<file path="config.mk">
export PLATFORM = sky130hd
export DESIGN_NAME = instr_fetch_unit
export DESIGN_NICKNAME = d
export VERILOG_FILES = /design/src/rtl/instr_fetch_unit_pkg.sv /design/src/rtl/instr_fetch_unit_skid.sv /design/src/rtl/instr_fetch_unit.sv
export SDC_FILE = /design/constraint.sdc
export NUM_CORES = 1
export LEC_CHECK = 0
export CAP_MARGIN = 0
export CORE_MARGIN = 1
export CORE_UTILIZATION = 58
export CTS_CLUSTER_SIZE = 20
export DETAILED_ROUTE_END_ITERATION = 8
export GPL_TIMING_DRIVEN = 0
export PLACE_DENSITY = 0.93
export SYNTH_ARGS = -nofsm -noshare
export SYNTH_HDL_FRONTEND = slang
export SYNTH_HIERARCHICAL = 1
export SYNTH_SLANG_ARGS = --single-unit
</file>
<file path="constraint.sdc">
create_clock -name clk_i -period 5.3 [get_ports clk_i]
set_input_delay 1.06 -clock clk_i [delete_from_list [all_inputs] [get_ports clk_i]]
set_output_delay 1.06 -clock clk_i [all_outputs]
set_load 0.03 [all_outputs]
</file>
<file path="src/rtl/instr_fetch_unit_pkg.sv">
// Shared definitions for the instruction fetch stage.
// Holds the fetch FSM state encoding, the opcode field bounds (also used by
// the main decoder), the sequential PC increment and the default reset PC.
package instr_fetch_unit_pkg;

  typedef enum logic [1:0] {
    S_IDLE  = 2'd0,
    S_REQ   = 2'd1,
    S_STALL = 2'd2,
    S_DROP  = 2'd3
  } fetch_state_e;

  localparam int unsigned OPCODE_MSB = 31;
  localparam int unsigned OPCODE_LSB = 26;
  localparam int unsigned PC_INCR    = 4;

  localparam logic [31:0] RESET_PC_DEFAULT = 32'h0000_0000;

endpackage

</file>
<file path="src/rtl/instr_fetch_unit_skid.sv">
// fetch_skid_buf: 1-entry {instr, pc_plus4} holding register.
// Ports:
//   clk_i, rst_i        clock, async active-low reset
//   load_i              capture instr_i/pc_plus4_i and mark valid
//   clear_i             drop the held entry (wins over load_i)
//   instr_i, pc_plus4_i entry to capture
//   valid_o             entry held
//   instr_o, pc_plus4_o held entry
module fetch_skid_buf #(
  parameter int unsigned ADDR_W = 32,
  parameter int unsigned DATA_W = 32
) (
  input  logic              clk_i,
  input  logic              rst_i,
  input  logic              load_i,
  input  logic              clear_i,
  input  logic [DATA_W-1:0] instr_i,
  input  logic [ADDR_W-1:0] pc_plus4_i,
  output logic              valid_o,
  output logic [DATA_W-1:0] instr_o,
  output logic [ADDR_W-1:0] pc_plus4_o
);

  logic              r_valid;
  logic [DATA_W-1:0] r_instr;
  logic [ADDR_W-1:0] r_pc_plus4;

  always_ff @(posedge clk_i or negedge rst_i) begin
    if (!rst_i) begin
      r_valid    <= 1'b0;
      r_instr    <= '0;
      r_pc_plus4 <= '0;
    end else if (clear_i) begin
      r_valid <= 1'b0;
    end else if (load_i) begin
      r_valid    <= 1'b1;
      r_instr    <= instr_i;
      r_pc_plus4 <= pc_plus4_i;
    end
  end

  assign valid_o    = r_valid;
  assign instr_o    = r_instr;
  assign pc_plus4_o = r_pc_plus4;

endmodule

</file>
<file path="src/rtl/instr_fetch_unit.sv">
// instr_fetch_unit: fetch stage feeding the main decoder.
// Owns the PC, fetches one word at a time over a req/ack handshake, buffers
// up to two instructions (IF/ID register + skid) and squashes in-flight
// fetches on redirect.
// Ports:
//   clk_i, rst_i                 clock, async active-low reset
//   imem_req_o/addr_o            fetch request, address stable while req=1
//   imem_ack_i/rdata_i           memory response
//   redirect_i/redirect_pc_i     taken branch/jump target (word aligned here)
//   id_ready_i                   decode can accept
//   id_valid_o/instr_o/
//   id_pc_plus4_o/op_o           IF/ID register outputs
//
// state   | meaning
// S_IDLE  | one dead cycle after reset release
// S_REQ   | requesting imem at pc
// S_STALL | output and skid full, waiting for decode to take
// S_DROP  | squashed request still outstanding, data will be discarded
module instr_fetch_unit
  import instr_fetch_unit_pkg::*;
#(
  parameter int unsigned       ADDR_W   = 32,
  parameter int unsigned       DATA_W   = 32,
  parameter logic [ADDR_W-1:0] RESET_PC = ADDR_W'(RESET_PC_DEFAULT)
) (
  input  logic              clk_i,
  input  logic              rst_i,
  output logic              imem_req_o,
  output logic [ADDR_W-1:0] imem_addr_o,
  input  logic              imem_ack_i,
  input  logic [DATA_W-1:0] imem_rdata_i,
  input  logic              redirect_i,
  input  logic [ADDR_W-1:0] redirect_pc_i,
  input  logic              id_ready_i,
  output logic              id_valid_o,
  output logic [DATA_W-1:0] id_instr_o,
  output logic [ADDR_W-1:0] id_pc_plus4_o,
  output logic [5:0]        id_op_o
);

  fetch_state_e      r_state;
  logic [ADDR_W-1:0] r_pc;
  logic [ADDR_W-1:0] r_drop_addr;
  logic              r_id_valid;
  logic [DATA_W-1:0] r_id_instr;
  logic [ADDR_W-1:0] r_id_pc4;

  logic              w_take;
  logic              w_redirect;
  logic [ADDR_W-1:0] w_redirect_pc;
  logic [ADDR_W-1:0] w_pc_next;
  logic              w_skid_load;
  logic              w_skid_clr;
  logic              w_skid_valid;
  logic [DATA_W-1:0] w_skid_instr;
  logic [ADDR_W-1:0] w_skid_pc4;

  assign w_take        = r_id_valid && id_ready_i;
  assign w_redirect    = redirect_i && (r_state != S_IDLE);
  assign w_redirect_pc = {redirect_pc_i[ADDR_W-1:2], 2'b00};
  assign w_pc_next     = r_pc + ADDR_W'(PC_INCR);

  // Returned word goes to the skid only when the output is full and stays full.
  assign w_skid_load = (r_state == S_REQ) && imem_ack_i && !w_redirect &&
                       r_id_valid && !w_take;
  assign w_skid_clr  = w_redirect || ((r_state == S_STALL) && w_take);

  fetch_skid_buf #(
    .ADDR_W (ADDR_W),
    .DATA_W (DATA_W)
  ) u_skid (
    .clk_i      (clk_i),
    .rst_i      (rst_i),
    .load_i     (w_skid_load),
    .clear_i    (w_skid_clr),
    .instr_i    (imem_rdata_i),
    .pc_plus4_i (w_pc_next),
    .valid_o    (w_skid_valid),
    .instr_o    (w_skid_instr),
    .pc_plus4_o (w_skid_pc4)
  );

  always_ff @(posedge clk_i or negedge rst_i) begin
    if (!rst_i) begin
      r_state     <= S_IDLE;
      r_pc        <= RESET_PC;
      r_drop_addr <= '0;
      r_id_valid  <= 1'b0;
      r_id_instr  <= '0;
      r_id_pc4    <= '0;
    end else if (w_redirect) begin
      // A take in this cycle has already been seen by decode; just invalidate.
      r_id_valid <= 1'b0;
      r_pc       <= w_redirect_pc;
      case (r_state)
        S_REQ: begin
          if (!imem_ack_i) begin
            r_state     <= S_DROP;
            r_drop_addr <= r_pc;
          end
        end
        S_STALL: r_state <= S_REQ;
        default: r_state <= r_state;
      endcase
    end else begin
      if (w_take) r_id_valid <= 1'b0;
      case (r_state)
        S_IDLE: r_state <= S_REQ;
        S_REQ: begin
          if (imem_ack_i) begin
            r_pc <= w_pc_next;
            if (!r_id_valid || w_take) begin
              r_id_valid <= 1'b1;
              r_id_instr <= imem_rdata_i;
              r_id_pc4   <= w_pc_next;
            end else begin
              r_state <= S_STALL;
            end
          end
        end
        S_STALL: begin
          if (w_take && w_skid_valid) begin
            r_id_valid <= 1'b1;
            r_id_instr <= w_skid_instr;
            r_id_pc4   <= w_skid_pc4;
            r_state    <= S_REQ;
          end
        end
        S_DROP: begin
          if (imem_ack_i) r_state <= S_REQ;
        end
        default: r_state <= S_IDLE;
      endcase
    end
  end

  assign imem_req_o    = (r_state == S_REQ) || (r_state == S_DROP);
  assign imem_addr_o   = (r_state == S_DROP) ? r_drop_addr : r_pc;
  assign id_valid_o    = r_id_valid;
  assign id_instr_o    = r_id_instr;
  assign id_pc_plus4_o = r_id_pc4;
  assign id_op_o       = r_id_instr[OPCODE_MSB:OPCODE_LSB];

endmodule

</file>
-- Word level (Yosys, flattened, before mapping)
Cells that the tools add are included.
- register bits: 196
- bits of input ports: 69
- output and inout port bits: 104
- word-level logic and storage cells: 78
- add/sub/neg operators: 1
- equality and inequality tests: 12
- mux-type cells: 28
- bitwise gates (word level): 3
- reductions and logical operators: 25
- operators with widths (cell ; number):
    two-way mux 32 bit ; 10
    one-hot mux 32 bit (2 select lines) ; 2
    adder 32 x 3 -> 32 bit (second input constant) ; 1
    two-way mux 2 bit ; 6
    inequality test 3 bit (second input constant) ; 4
    nonzero test 2 bit ; 5
    logical AND 1 bit ; 8
    one-hot mux 2 bit (4 select lines) ; 1
    two-way mux 1 bit ; 7
    AND reduction 6 bit ; 1
    AND reduction 5 bit ; 1
    equality test 2 bit (second input constant) ; 2
    inequality test 2 x 1 -> 1 bit (second input constant) ; 2
    one-hot mux 2 bit (2 select lines) ; 1
    AND reduction 2 bit ; 2
    zero test 1 bit ; 3
    logical OR 1 bit ; 3
    inequality test 3 x 1 -> 1 bit (second input constant) ; 1
    inequality test 3 x 2 -> 1 bit (second input constant) ; 1
    NOT 1 bit ; 3
    AND reduction 3 bit ; 1
    equality test 2 x 1 -> 1 bit (second input constant) ; 1
    zero test 2 bit ; 1
    inequality test 2 bit (second input constant) ; 1
    one-hot mux 1 bit (2 select lines) ; 1

-- Depth between registers and ports, before layout
- word-level depth: 8
- gate-level depth with buffers: 11
- gate-level depth less buffers: 7

-- Cells and area by module
The synthesis kept the hierarchy.
- by module, submodules not included (module ; instances ; cells an instance ; area an instance (µm²)):
    instr_fetch_unit ; 1 ; 767 ; 7153.1
    fetch_skid_buf ; 1 ; 139 ; 2733.9

-- Least setup slack after synthesis
No wires, ideal clock.
- path type: flip-flop to output port
- from: reg r_state[0]
- to: out imem_addr_o[20]
- arrival: 1702 ps
- slack: 2538 ps
- stages on the path, launching flop included: 5
- buffers on the path: 2
- cell sequence: dfrtp_1 > ha_1 > clkbuf_1 > clkbuf_1 > o21ai_0
- cells in the longest elaborated chain, start to end: 2
- ends and longest elaborated chain (element ; RTL line ; source):
    from (decl) ; instr_fetch_unit.sv:41 ; fetch_state_e r_state;
    from (signal assigned) ; instr_fetch_unit.sv:103 ; default: r_state <= r_state;
    equality test 2 bit ; instr_fetch_unit.sv:138 ; assign imem_addr_o = (r_state == S_DROP) ? r_drop_addr : r_pc;
    two-way mux 32 bit ; instr_fetch_unit.sv:138 ;
    to (decl) ; instr_fetch_unit.sv:29 ; output logic [ADDR_W-1:0] imem_addr_o,
No other way between the ends.

-- Worst setup path in the final report
- from: reg r_state[0]
- to: out imem_addr_o[21]
Same word-level chain as after synthesis.

==> out/results.txt <==
The first detailed-routing pass took 5 iterations. The tools report the total routed wirelength as 27650 um. Clock tree synthesis selected as its root buffer the cell sky130_fd_sc_hd__clkbuf_16. During placement, the flow inserted port buffers numbering 168. The final critical path time including I/O delays and setup came out at 4.147 ns. The standard-cell row count is 47.

Of all flip-flops after synthesis, the portion carrying an async set or reset was 100.0%. Ranked by total cell area, the synthesized netlist is headed by sky130_fd_sc_hd__dfrtp_1 49%, sky130_fd_sc_hd__mux2_4 9.1%, sky130_fd_sc_hd__mux2_2 6.9%, sky130_fd_sc_hd__o21ai_0 4.3%, sky130_fd_sc_hd__nand2_1 3.7%. The logs give 0 for the number of antenna violations at the first check in global routing and 5.374 nW for the static leakage.

The core area was 0.01664 mm2; the chip height was 132.6 um. The leading register cell type out of synthesis is sky130_fd_sc_hd__dfrtp_1. The number of different library cells used by synthesis comes to 59. The synthesized netlist occupies a cell area of 0.009887 mm2. Setup repair after global routing left no endpoint under its margin. In the routed design, unresolved DRC markers number 0.

Counting along the longest clock path gives a buffer depth of 2. The critical path class was flop to output port. For the worst clock skew, the log shows 0.008270 ns. Across the VDD grid, the largest voltage drop is 490.3 uV.

The most common cell in the netlist is sky130_fd_sc_hd__dfrtp_1. Maximum clock rate: 241.1 MHz. The routed layout has 8096 vias. In this run the count of I/O pins placed on the die edge is 173. The type of the tightest min-delay check was flop to flop.

For the remaining antenna violation count, the log shows 0. Clock-pin slew was measured on the worst setup and hold paths at 0.08 ns. Worst-margin pin slew: 0.8465 ns. The via density per instance is 6.087. CTS built an H-tree with a depth of 4. The final count of hold timing violations was 0. Cells with a size suffix above 1 make up 18.20% of the layout. The maximum net fanout on the critical path was 10; the number of hold buffers added after cts was 0. The die is 132.6 um wide. The number of global-route vias before repair is 7961, and the setup violation total in the final timing report is 0. The leading area contributor after synthesis is sky130_fd_sc_hd__dfrtp_1.

The initial utilization of the core area, before any placement, comes to 59.41%. The number of warnings printed during yosys synthesis is 6, and the internal power contribution is 0.004430 W. For the synthesized netlist cell count, the log shows 906. The tool flagged a number of max-cap violations equal to 0. STA classifies the critical path startpoint as a flop.

The first routing iteration left 963 violations. For the signal arrival time at the worst endpoint, the log shows 3.09 ns. The tools report the clock network power share as 16.3%. Once layout is complete, the utilization of the core stands at 75.02%.

All-layer global routing usage: 31.92%. Leftover overflow at the end of global routing: 0. Buffers added to address setup during post-CTS repair amount to 0. The fraction of post-synthesis cell area in the top cell type by area works out to 48.60%. The power density over the cells came out at 632.0 mW/mm2.

Post-synthesis to final-layout area growth: 26.27%. Summed over all nets, the switching power comes to 0.003459 W. The number of flops mapped to enable cells by yosys is 0, and the number of sinks handled by clock tree synthesis is 192.

The first global-routing pass estimated 43120 um of wire. The category of the worst setup path capture point was an output port. Measured against its own limit, the worst slew margin works out to 43.56%.

For the worst-skew pair, the clock arrives at the later sink with an insertion delay of 0.44 ns. A synthesized cell averages 10.91 um2. 0 antenna diodes ended up in the layout.

TritonCTS built the clock tree. Setup slack closes at 1.153 ns. The net count of the finished layout is 1172.

Post-CTS repair changed the size of 0 cells. Number of slew-limit violations in the final report: 0. Maximum number of pins on one net before global-route repair: 121. Counting the buffers created by CTS gives 17.

Dividing the detail-routed wire length by the instance count gives 20.79 um. After layout, the worst path uses 78.25% of the clock period. By count the netlist is led by 192 x sky130_fd_sc_hd__dfrtp_1, 97 x sky130_fd_sc_hd__nand2_1, 85 x sky130_fd_sc_hd__o21ai_0, 61 x sky130_fd_sc_hd__mux2_2, 60 x sky130_fd_sc_hd__mux2_4. The worst path required time is 4.24 ns. The run finished with clean final reports. In this run, synthesis produced a sequential element count of 192. The global placement routability congestion was 0.9449. At the placement stage, the worst setup path has a slack of 1.249 ns. For the overall die area, the log shows 0.01757 mm2.

The HPWL after detailed placement is 19500 um, and the proportion of synthesized chip area in sequential cells is 48.60%. The tools report the proportion of power drawn by flip-flops and latches as 31.4%. The combinational fraction of design power came out at 52.3%.

In this run switching power makes up 43.85% of total power.
worst max-delay path, cell delays in order (launching register included):
cell,delay (ns)
sky130_fd_sc_hd__dfrtp_1,0.47
sky130_fd_sc_hd__ha_1,0.18
sky130_fd_sc_hd__clkbuf_1,0.30
sky130_fd_sc_hd__clkbuf_1,0.65
sky130_fd_sc_hd__mux2_2,0.44
sky130_fd_sc_hd__clkdlybuf4s50_1,0.60
cells in the final DEF (no fill, tap or decap), types with 14 or more instances in the layout:
| master | synthesis | layout |
|---|---|---|
| sky130_fd_sc_hd__nand4_1 | 14 | 14 |
| sky130_fd_sc_hd__o21ai_0 | 85 | 85 |
| sky130_fd_sc_hd__nor2_1 | 40 | 40 |
| sky130_fd_sc_hd__nor3_1 | 14 | 14 |
| sky130_fd_sc_hd__mux2_4 | 60 | 60 |
| sky130_fd_sc_hd__a21oi_1 | 27 | 27 |
| sky130_fd_sc_hd__and3_1 | 16 | 16 |
| sky130_fd_sc_hd__clkbuf_16 | 0 | 17 |
| sky130_fd_sc_hd__dfrtp_1 | 192 | 192 |
| sky130_fd_sc_hd__clkdlybuf4s50_1 | 0 | 167 |
| sky130_fd_sc_hd__clkbuf_1 | 48 | 48 |
| sky130_fd_sc_hd__mux2i_1 | 35 | 35 |
| sky130_fd_sc_hd__nand2_1 | 97 | 97 |
| sky130_fd_sc_hd__mux2_2 | 61 | 61 |
| sky130_fd_sc_hd__nand3_1 | 36 | 36 |
area by class of cell:
class	instances	area [um2]
Multi-Input combinational cell	623	4583
Inverter	10	37.54
Timing Repair Buffer	169	1714
Clock inverter	15	171.4
Tap cell	220	275.3
Sequential cell	192	4805
Clock buffer	17	425.4
Buffer	84	473.0
Fill cell	1079	4158
state kept, by name, indices dropped and copies added, names as in the netlist:
signal	flops
id_pc_plus4_o	32
u_skid/instr_o	32
r_state	2
id_instr_o	32
r_pc	30
u_skid/valid_o	1
u_skid/pc_plus4_o	32
id_valid_o	1
r_drop_addr	30
cells by family (layout without fill, tap and decap cells):
kind of cell	count (synthesis)	after routing	share of synthesized area, %
AO/OA/AOI/OAI	165	165	9.960
XOR/XNOR	21	21	1.936
adder cells (fa/ha/maj)	6	6	0.7593
buffers and inverters	94	295	5.163
flip-flops	192	192	48.60
multiplexers	156	156	19.60
other	1	4	0.03793
AND/OR/NAND/NOR	271	271	13.95
worst paths after layout:
check	from	slack, ns	depth (start not counted)	endpoint
worst min-delay path	id_pc_plus4_o[27]$_DFFE_PN0P_	0.48	2	id_pc_plus4_o[27]$_DFFE_PN0P_
worst max-delay path	r_state[0]$_DFFE_PN0P_	1.15	5	imem_addr_o[21]
worst min register to register	id_pc_plus4_o[27]$_DFFE_PN0P_	0.48	2	id_pc_plus4_o[27]$_DFFE_PN0P_
min in group asynchronous	rst_i	0.58	1	r_pc[7]$_DFFE_PN0P_
worst max register to register	r_state[0]$_DFFE_PN0P_	1.93	11	u_skid/pc_plus4_o[4]$_DFFE_PN0P_
max in group asynchronous	rst_i	3.74	2	u_skid/pc_plus4_o[29]$_DFFE_PN0P_
power by group through the flow:
stage	logic [W]	clock network [W]	registers, W
floorplan	0.00218	0	0.00280
global placement	0.00392	0	0.00244
detailed placement	0.00404	0	0.00248
CTS	0.00409	0.00129	0.00246
global route	0.00436	0.00134	0.00253
finish	0.00413	0.00129	0.00248
layer usage:
metal  part of all wire [%]  wire [um]  vias up  global-route usage [%]
met3                    8.0       2205       90                   5.747
met4                    4.8       1329        0                   18.20
met5                      0          0        -                       0
li1                       -          -     3609                       -
met1                     40      11170     3978                   42.66
met2                     47      12940      419                   49.27
metrics by stage:
step / area (um2) / std cells / total power [W] / hold slack [ns] / TNS, ns
after global routing: 12480 / 1330 / 0.008230 / 0.5043 / 0
after floorplan: 9898 / 909 / 0.004978 / 0.4730 / 0
after global placement: 11860 / 1297 / 0.006364 / 0.4534 / -891.98
after CTS: 12480 / 1330 / 0.007841 / 0.4799 / 0
after detailed placement: 11890 / 1298 / 0.006518 / 0.4627 / 0
final: 12480 / 1330 / 0.007890 / 0.4756 / 0
Note: power is estimated with default switching activity, not from simulation.
